**config.mk**
```make
export PLATFORM = sky130hd
export DESIGN_NAME = uart_receiver_controller
export DESIGN_NICKNAME = d
export VERILOG_FILES = /design/src/rtl/uart_receiver_controller_pkg.sv /design/src/rtl/uart_receiver_controller_timeout_counter.sv /design/src/rtl/uart_receiver_controller.sv
export SDC_FILE = /design/constraint.sdc
export NUM_CORES = 1
export LEC_CHECK = 0
export CAP_MARGIN = 20
export CORE_AREA = 3 3 60 62
export CTS_CLUSTER_SIZE = 30
export DETAILED_ROUTE_END_ITERATION = 6
export DIE_AREA = 0 0 63 65
export SYNTH_ARGS = -nofsm -noshare
export SYNTH_HDL_FRONTEND = slang
export SYNTH_SLANG_ARGS = --single-unit
```
**constraint.sdc**
```tcl
create_clock -name clk -period 3.85 [get_ports clk]
set_clock_uncertainty 0.1 [all_clocks]
set_input_delay 0.5775 -clock clk [delete_from_list [all_inputs] [get_ports clk]]
set_output_delay 0.5775 -clock clk [all_outputs]
set_load 0.02 [all_outputs]
```
**src/rtl/uart_receiver_controller_pkg.sv**
```systemverilog
// Shared system-controller constants for the UART receiver controller:
// command opcodes, fixed ALU operand register addresses and FSM state encoding.
package uart_receiver_controller_pkg;

   // Command opcodes that may start a frame
   localparam logic [7:0] OPC_WRITE    = 8'hAA;
   localparam logic [7:0] OPC_READ     = 8'hBB;
   localparam logic [7:0] OPC_ALU_OPS  = 8'hCC;
   localparam logic [7:0] OPC_ALU_FUNC = 8'hDD;

   // Register-file locations of the two ALU operands
   localparam logic [3:0] ADDR_OPERAND_A = 4'h0;
   localparam logic [3:0] ADDR_OPERAND_B = 4'h1;

   // FSM state encoding
   localparam logic [2:0] ST_IDLE     = 3'd0;
   localparam logic [2:0] ST_WR_ADDR  = 3'd1;
   localparam logic [2:0] ST_WR_DATA  = 3'd2;
   localparam logic [2:0] ST_RD_ADDR  = 3'd3;
   localparam logic [2:0] ST_ALU_OP_A = 3'd4;
   localparam logic [2:0] ST_ALU_OP_B = 3'd5;
   localparam logic [2:0] ST_ALU_FUNC = 3'd6;

endpackage

```
**src/rtl/uart_receiver_controller_timeout_counter.sv**
```systemverilog
// Inter-byte idle-gap counter for the UART receiver controller.
// Only instantiated when UART_RX_CTRL_TIMEOUT_EN is defined.
module uart_receiver_controller_timeout_counter #(
   parameter int TIMEOUT_CYCLES = 1023
) (
   input  logic clk,
   input  logic reset,
   input  logic clear_i,
   input  logic count_en_i,
   output logic expired_o
);

   localparam int CNT_W = (TIMEOUT_CYCLES < 1) ? 1 : $clog2(TIMEOUT_CYCLES + 1);

   logic [CNT_W-1:0] count_q;
   logic [CNT_W-1:0] count_d;

   assign expired_o = (count_q == CNT_W'(TIMEOUT_CYCLES));

   // Count idle cycles inside a frame; saturate at the limit, restart on any byte
   always_comb begin
      count_d = count_q;
      if (clear_i || !count_en_i) begin
         count_d = '0;
      end else if (!expired_o) begin
         count_d = count_q + 1'b1;
      end
   end

   // Counter register
   always_ff @(posedge clk or negedge reset) begin
      if (!reset) begin
         count_q <= '0;
      end else begin
         count_q <= count_d;
      end
   end

endmodule

```
**src/rtl/uart_receiver_controller.sv**
```systemverilog
// UART receiver controller: decodes command frames from the UART receiver
// into register-file write/read strobes and ALU start commands.
// Optional feature macro: UART_RX_CTRL_TIMEOUT_EN (abandon a frame after an
// idle gap of TIMEOUT_CYCLES); without it the FSM waits indefinitely mid-frame.
module uart_receiver_controller
   import uart_receiver_controller_pkg::*;
#(
   parameter int DATA_WIDTH     = 8,
   parameter int ADDRESS_WIDTH  = 4,
   parameter int TIMEOUT_CYCLES = 1023
) (
   input  logic                     clk,
   input  logic                     reset,
   input  logic [DATA_WIDTH-1:0]    receiver_parallel_data,
   input  logic                     receiver_parallel_data_valid,
   input  logic                     UART_receiver_controller_enable,
   output logic [ADDRESS_WIDTH-1:0] address,
   output logic                     write_enable,
   output logic [DATA_WIDTH-1:0]    write_data,
   output logic                     read_enable,
   output logic [3:0]               ALU_function,
   output logic                     ALU_enable,
   output logic                     ALU_clock_gate_enable
);

   localparam logic [DATA_WIDTH-1:0]    OPC_WR_W  = DATA_WIDTH'(OPC_WRITE);
   localparam logic [DATA_WIDTH-1:0]    OPC_RD_W  = DATA_WIDTH'(OPC_READ);
   localparam logic [DATA_WIDTH-1:0]    OPC_OPS_W = DATA_WIDTH'(OPC_ALU_OPS);
   localparam logic [DATA_WIDTH-1:0]    OPC_FN_W  = DATA_WIDTH'(OPC_ALU_FUNC);
   localparam logic [ADDRESS_WIDTH-1:0] ADDR_A_W  = ADDRESS_WIDTH'(ADDR_OPERAND_A);
   localparam logic [ADDRESS_WIDTH-1:0] ADDR_B_W  = ADDRESS_WIDTH'(ADDR_OPERAND_B);

   logic [2:0]               state_q,   state_d;
   logic [ADDRESS_WIDTH-1:0] address_q, address_d;
   logic [DATA_WIDTH-1:0]    wdata_q,   wdata_d;
   logic [3:0]               func_q,    func_d;
   logic                     we_q,      we_d;
   logic                     re_q,      re_d;
   logic                     alu_en_q,  alu_en_d;
   logic                     cg_q,      cg_d;
   logic                     timeout_expired;

   wire                      rx_vld  = receiver_parallel_data_valid;
   wire [DATA_WIDTH-1:0]     rx_byte = receiver_parallel_data;

`ifdef UART_RX_CTRL_TIMEOUT_EN
   uart_receiver_controller_timeout_counter #(
      .TIMEOUT_CYCLES (TIMEOUT_CYCLES)
   ) u_timeout_counter (
      .clk        (clk),
      .reset      (reset),
      .clear_i    (rx_vld),
      .count_en_i (state_q != ST_IDLE),
      .expired_o  (timeout_expired)
   );
`else
   // No idle-gap supervision in this build; the parameter stays in the list
   // so both builds share one interface, and folds to a constant here.
   assign timeout_expired = (TIMEOUT_CYCLES < 0);
`endif

   // Frame decoder: every state change is qualified by a valid byte
   always_comb begin
      state_d   = state_q;
      address_d = address_q;
      wdata_d   = wdata_q;
      func_d    = func_q;
      we_d      = 1'b0;
      re_d      = 1'b0;
      alu_en_d  = 1'b0;
      cg_d      = cg_q;
      // Gate drops the cycle after the ALU start strobe; a new ALU opcode
      // accepted in that same cycle below re-arms it.
      if (alu_en_q) begin
         cg_d = 1'b0;
      end
      if (rx_vld) begin
         case (state_q)
            ST_IDLE: begin
               if (UART_receiver_controller_enable) begin
                  if (rx_byte == OPC_WR_W) begin
                     state_d = ST_WR_ADDR;
                  end else if (rx_byte == OPC_RD_W) begin
                     state_d = ST_RD_ADDR;
                  end else if (rx_byte == OPC_OPS_W) begin
                     state_d = ST_ALU_OP_A;
                     cg_d    = 1'b1;
                  end else if (rx_byte == OPC_FN_W) begin
                     state_d = ST_ALU_FUNC;
                     cg_d    = 1'b1;
                  end
               end
            end
            ST_WR_ADDR: begin
               address_d = rx_byte[ADDRESS_WIDTH-1:0];
               state_d   = ST_WR_DATA;
            end
            ST_WR_DATA: begin
               wdata_d = rx_byte;
               we_d    = 1'b1;
               state_d = ST_IDLE;
            end
            ST_RD_ADDR: begin
               address_d = rx_byte[ADDRESS_WIDTH-1:0];
               re_d      = 1'b1;
               state_d   = ST_IDLE;
            end
            ST_ALU_OP_A: begin
               address_d = ADDR_A_W;
               wdata_d   = rx_byte;
               we_d      = 1'b1;
               state_d   = ST_ALU_OP_B;
            end
            ST_ALU_OP_B: begin
               address_d = ADDR_B_W;
               wdata_d   = rx_byte;
               we_d      = 1'b1;
               state_d   = ST_ALU_FUNC;
            end
            ST_ALU_FUNC: begin
               func_d   = rx_byte[3:0];
               alu_en_d = 1'b1;
               state_d  = ST_IDLE;
            end
            default: begin
               state_d = ST_IDLE;
            end
         endcase
      end else if (timeout_expired && (state_q != ST_IDLE)) begin
         // Abandon a stalled frame silently
         state_d = ST_IDLE;
         cg_d    = 1'b0;
      end
   end

   // State and registered outputs
   always_ff @(posedge clk or negedge reset) begin
      if (!reset) begin
         state_q   <= ST_IDLE;
         address_q <= '0;
         wdata_q   <= '0;
         func_q    <= '0;
         we_q      <= 1'b0;
         re_q      <= 1'b0;
         alu_en_q  <= 1'b0;
         cg_q      <= 1'b0;
      end else begin
         state_q   <= state_d;
         address_q <= address_d;
         wdata_q   <= wdata_d;
         func_q    <= func_d;
         we_q      <= we_d;
         re_q      <= re_d;
         alu_en_q  <= alu_en_d;
         cg_q      <= cg_d;
      end
   end

   assign address               = address_q;
   assign write_enable          = we_q;
   assign write_data            = wdata_q;
   assign read_enable           = re_q;
   assign ALU_function          = func_q;
   assign ALU_enable            = alu_en_q;
   assign ALU_clock_gate_enable = cg_q;

endmodule

```
Yosys cells after proc, flatten, opt, wreduce, memory -nomap -nowiden --
Cells that the tools add are included.
Operators by class: add/sub/neg operators 0, multipliers 0, div/mod/pow operators 0, magnitude comparators 0, equal/unequal tests 12, shift operators 0, multiplexer cells 21, bitwise logic cells 0, reductions and logical operators 8
Operator list (number):
- == test 8 bit (second input constant) | 4
- two-way mux 3 bit | 5
- two-way mux 1 bit | 14
- case mux 3 bit (4 select lines) | 1
- case mux 4 bit (3 select lines) | 1
- == test 3 bit (second input constant) | 3
- == test 3 x 2 -> 1 bit (second input constant) | 2
- AND reduction 2 bit | 3
- inequality test 5 bit (second input constant) | 1
- == test 3 x 1 -> 1 bit (second input constant) | 1
- zero test 3 bit | 1
- AND reduction 3 bit | 1
- nonzero test 3 bit | 1
- OR reduction 3 bit | 1
- inequality test 2 bit (second input constant) | 1
- OR reduction 2 bit | 1
Word-level totals: register bits 23, bits in latches 0, bits in writable memories 0, memory bits (read-only) 0, input bits 12, output and inout bits 20, word-level logic and storage cells 49, memories kept 0

Longest topological paths before layout --
word-level depth 8, mapped depth 5

Worst setup path after synthesis --
No wires, ideal clock.
kind in2reg, start input port receiver_parallel_data_valid, end register func_q[0], in the netlist ALU_function[0], library setup time 0.125 ns, data arrival time 1.407 ns, required time 3.625 ns, setup slack 2.218 ns, stages 5, buffers on the path 2, cell sequence buf_6 nand2b_1 or2_1 buf_6 mux2_4
Between the ends: longest elaborated chain between the ends 1
Ends and longest elaborated chain:
- from (decl) | RTL line uart_receiver_controller.sv:15 | input logic receiver_parallel_data_valid,
- AND reduction 2 bit (no source line)
- to (signal assigned) | RTL line uart_receiver_controller.sv:151 | func_q <= func_d;
- to (decl) | RTL line uart_receiver_controller.sv:36 | logic [3:0] func_q, func_d;
Every way passes these cells. A chain may end at the register's enable or synchronous reset.

Final worst setup path --
start input port receiver_parallel_data_valid, end register func_q[1], in the netlist ALU_function[1]
The elaborated chain is that of the path after synthesis.

==> summary.md <==
| Metric | Value |
|---|---|
| Met2 wire len | 1100 um |
| Die Area | 4100 sq um |
| CP arrival | 2.13 ns |
| Most frequent cells in the layout | clkdlybuf4s50_1 (31), dfrtp_1 (23), mux2_1 (8), nor2_1 (7), nand2_1 (7) |
| Pre-Repair DR Iteration Count | 4 |
| Final min period | 2.03 ns |
| All-Layer GR Usage | 13.0% |
| Number of max-cap violations | 0 |
| RSZ-0062 raised after global routing | false |
| WL final | 2410 um |
| Synthesized area | 1100 sq um |
| CP max stage delay | 0.70 ns |
| Crit Path Max Fanout | 8 |
| Slowest CP cell | clkdlybuf4s50_1 |
| Post-Syn Instances | 92 |
| Setup crit end kind | register |
| Area Overhead vs Synth | 33.2% |
| Post-route ant nets | 0 |
| Nets@finish | 136 |
| Most common library cell in the layout ignoring fill and taps | clkdlybuf4s50_1 |
| Layout cells sized above 1 | 13.0% |
| # Post-CTS Setup Buffers | 0 |
| Synth area leader | dfrtp_1 |
| Static leakage | 0.619 nW |
| Hold buffers post-CTS | 0 |
| H-tree depth | 1 |
| FMAX | 492 MHz |
| Kind of critical path | in2reg |
| Clk slew on worst S/H paths | 0.13 ns |
| Clk Latency, worst-skew pair | 0.31 ns |
| R2r setup slk | 2.06 ns |
| Die Ht | 65 um |
| Largest cells by area after synthesis | dfrtp_1 (53%), mux2_1 (8.2%), mux2_4 (5.5%) |
| Yosys reg bits | 23 |
| PortBufs | 31 |
| Number of global-route vias before repair | 822 |
| YS warnings | 0 |
| Via/cell ratio | 4.71 |
| Sink Count | 23 |
| TritonCTS clock tree | built |
| CTS Buffer Depth | 2 |
| Pin count of the biggest net entering global routing | 24 |
| Share of the synthesized area in the top cell type | 52.5% |
| Status | finished clean |
| Root buf cell | clkbuf_4 |
| Register area share after synthesis | 52.5% |
| Worst slew pin tran | 0.574 ns |
| Final worst path period share | 52.7% |
| DP Wirelength | 1760 um |
| Post-cts sizing count | 0 |
| Die width | 63 um |
| Syn avg cell area | 11.9 sq um |
| Worst setup SP type | input port |
| HP Class | reg2reg |
| 1st-iter DRT viols | 11 |
| Drt drc | 0 |
| Setup ws final | 1.82 ns |
| Final setup fails | 0 |
| TritonCTS buffer count | 3 |
| Met1 wire length | 1160 um |
| Pins over their slew limit | 0 |
| Met3 routed WL | 118 um |
| WL per Instance | 14.4 um |
| Synth cell types | 30 |
| Critical path required time | 3.95 ns |
| Sum Neg Setup Slack | 0 ns |
| GP Congestion | 0.967 |
| Pwr dens | 703 nW/um^2 |
| Antenna violations before repair | 0 |
| Final hold viol count | 0 |
| Max IR drop VDD | 0.346 mV |
| Vias | 787 |
| Relative slew slack | 61.6% |
| Inserted Diodes | 0 |
| Syn_nets | 104 |
| Highest routed layer | met4 |
| Total gr overflow | 0 |
| Io pins | 32 |
| Initial Util | 35.6% |
| Core Region | 3080 sq um |
| Placement Rows | 20 |
| CP Cell Sequence | clkdlybuf4s50_1, nand2b_1, or2_1, mux2_4 |
| Dpl ws | 1.49 ns |
| First-pass GRT wire length | 4130 um |
==> power by group <==
| part | switching, mW | internal [mW] |
|---|---|---|
| sequential | 0.0750 | 0.338 |
| clock | 0.0708 | 0.0404 |
| combinational | 0.234 | 0.269 |
| total | 0.379 | 0.647 |
==> worst paths after layout <==
| check | from | to | cells after the start |
|---|---|---|---|
| setup reg to reg | state_q[2] | write_data[3] | 4 |
| min in group asynchronous | reset | address[1] | 1 |
| setup / recovery | receiver_parallel_data_valid | ALU_function[1] | 4 |
| hold / removal | ALU_enable | ALU_clock_gate_enable | 1 |
| hold reg to reg | ALU_enable | ALU_clock_gate_enable | 1 |
| max in group asynchronous | reset | ALU_function[1] | 2 |
==> registers in the layout (all words and copies together) (netlist names) <==
name                   cells
address                    4
ALU_enable                 1
ALU_clock_gate_enable      1
state_q                    3
read_enable                1
write_data                 8
ALU_function               4
write_enable               1
==> cell type report <==
cell class	instances	area [sq um]
clock buffer	4	26.3
fill	307	1620
inverter	5	18.8
multi-input combinational	59	463
sequential	23	576
tap	44	55.1
timing repair buffer	32	322
==> critical path: cells and delay by family <==
kind	cells	cell delay, ns
AND/OR/NAND/NOR	2	0.51
buffers and inverters	1	0.70
multiplexers	1	0.33
==> synth_stat cells <==
cell       number
inv_1           2
mux2i_1         1
buf_4           1
nor2_1          7
a22oi_2         1
buf_6           2
o21ai_1         3
nor2b_1         4
nand2b_1        2
a211oi_1        5
and2_1          1
or3_1           1
nand4bb_1       2
mux2_1          8
o32ai_1         1
xor2_1          1
mux2_4          4
nor3_1          1
or4b_4          1
o21ai_4         1
clkbuf_1        1
a21oi_1         4
a221oi_1        1
nand4_2         1
buf_2           1
o22ai_2         1
dfrtp_1        23
nand2_1         7
or2_1           1
inv_2           3
==> stage by stage <==
stage	instance area (sq um)	instances	utilization, %	hold slack (ns)	power (mW)
after floorplan	1100	92	-	0.182	0.691
after global placement	1420	162	46.2	0.362	0.920
after detailed placement	1420	162	46.2	0.359	0.924
after CTS	1450	166	47.1	0.372	1.04
after global routing	1460	167	47.4	0.399	1.10
final	1460	167	47.4	0.359	1.03
==> routing by layer <==
metal	global-route usage [%]	up-vias
li1	-	383
met1	17.6	378
met2	19.8	22
met3	2.95	4
met4	5.79	0
met5	0	-
==> logic make-up (layout without fill, tap and decap cells) <==
kind of cell           after synthesis  after routing  synth area share [%]
XOR/XNOR                             1              1                 0.799
AO/OA/AOI/OAI                       17             17                  12.0
AND/OR/NAND/NOR                     28             28                  14.8
buffers and inverters               10             41                  5.25
flip-flops                          23             23                  52.5
multiplexers                        13             13                  14.6
(Power assumes the default switching activity.)
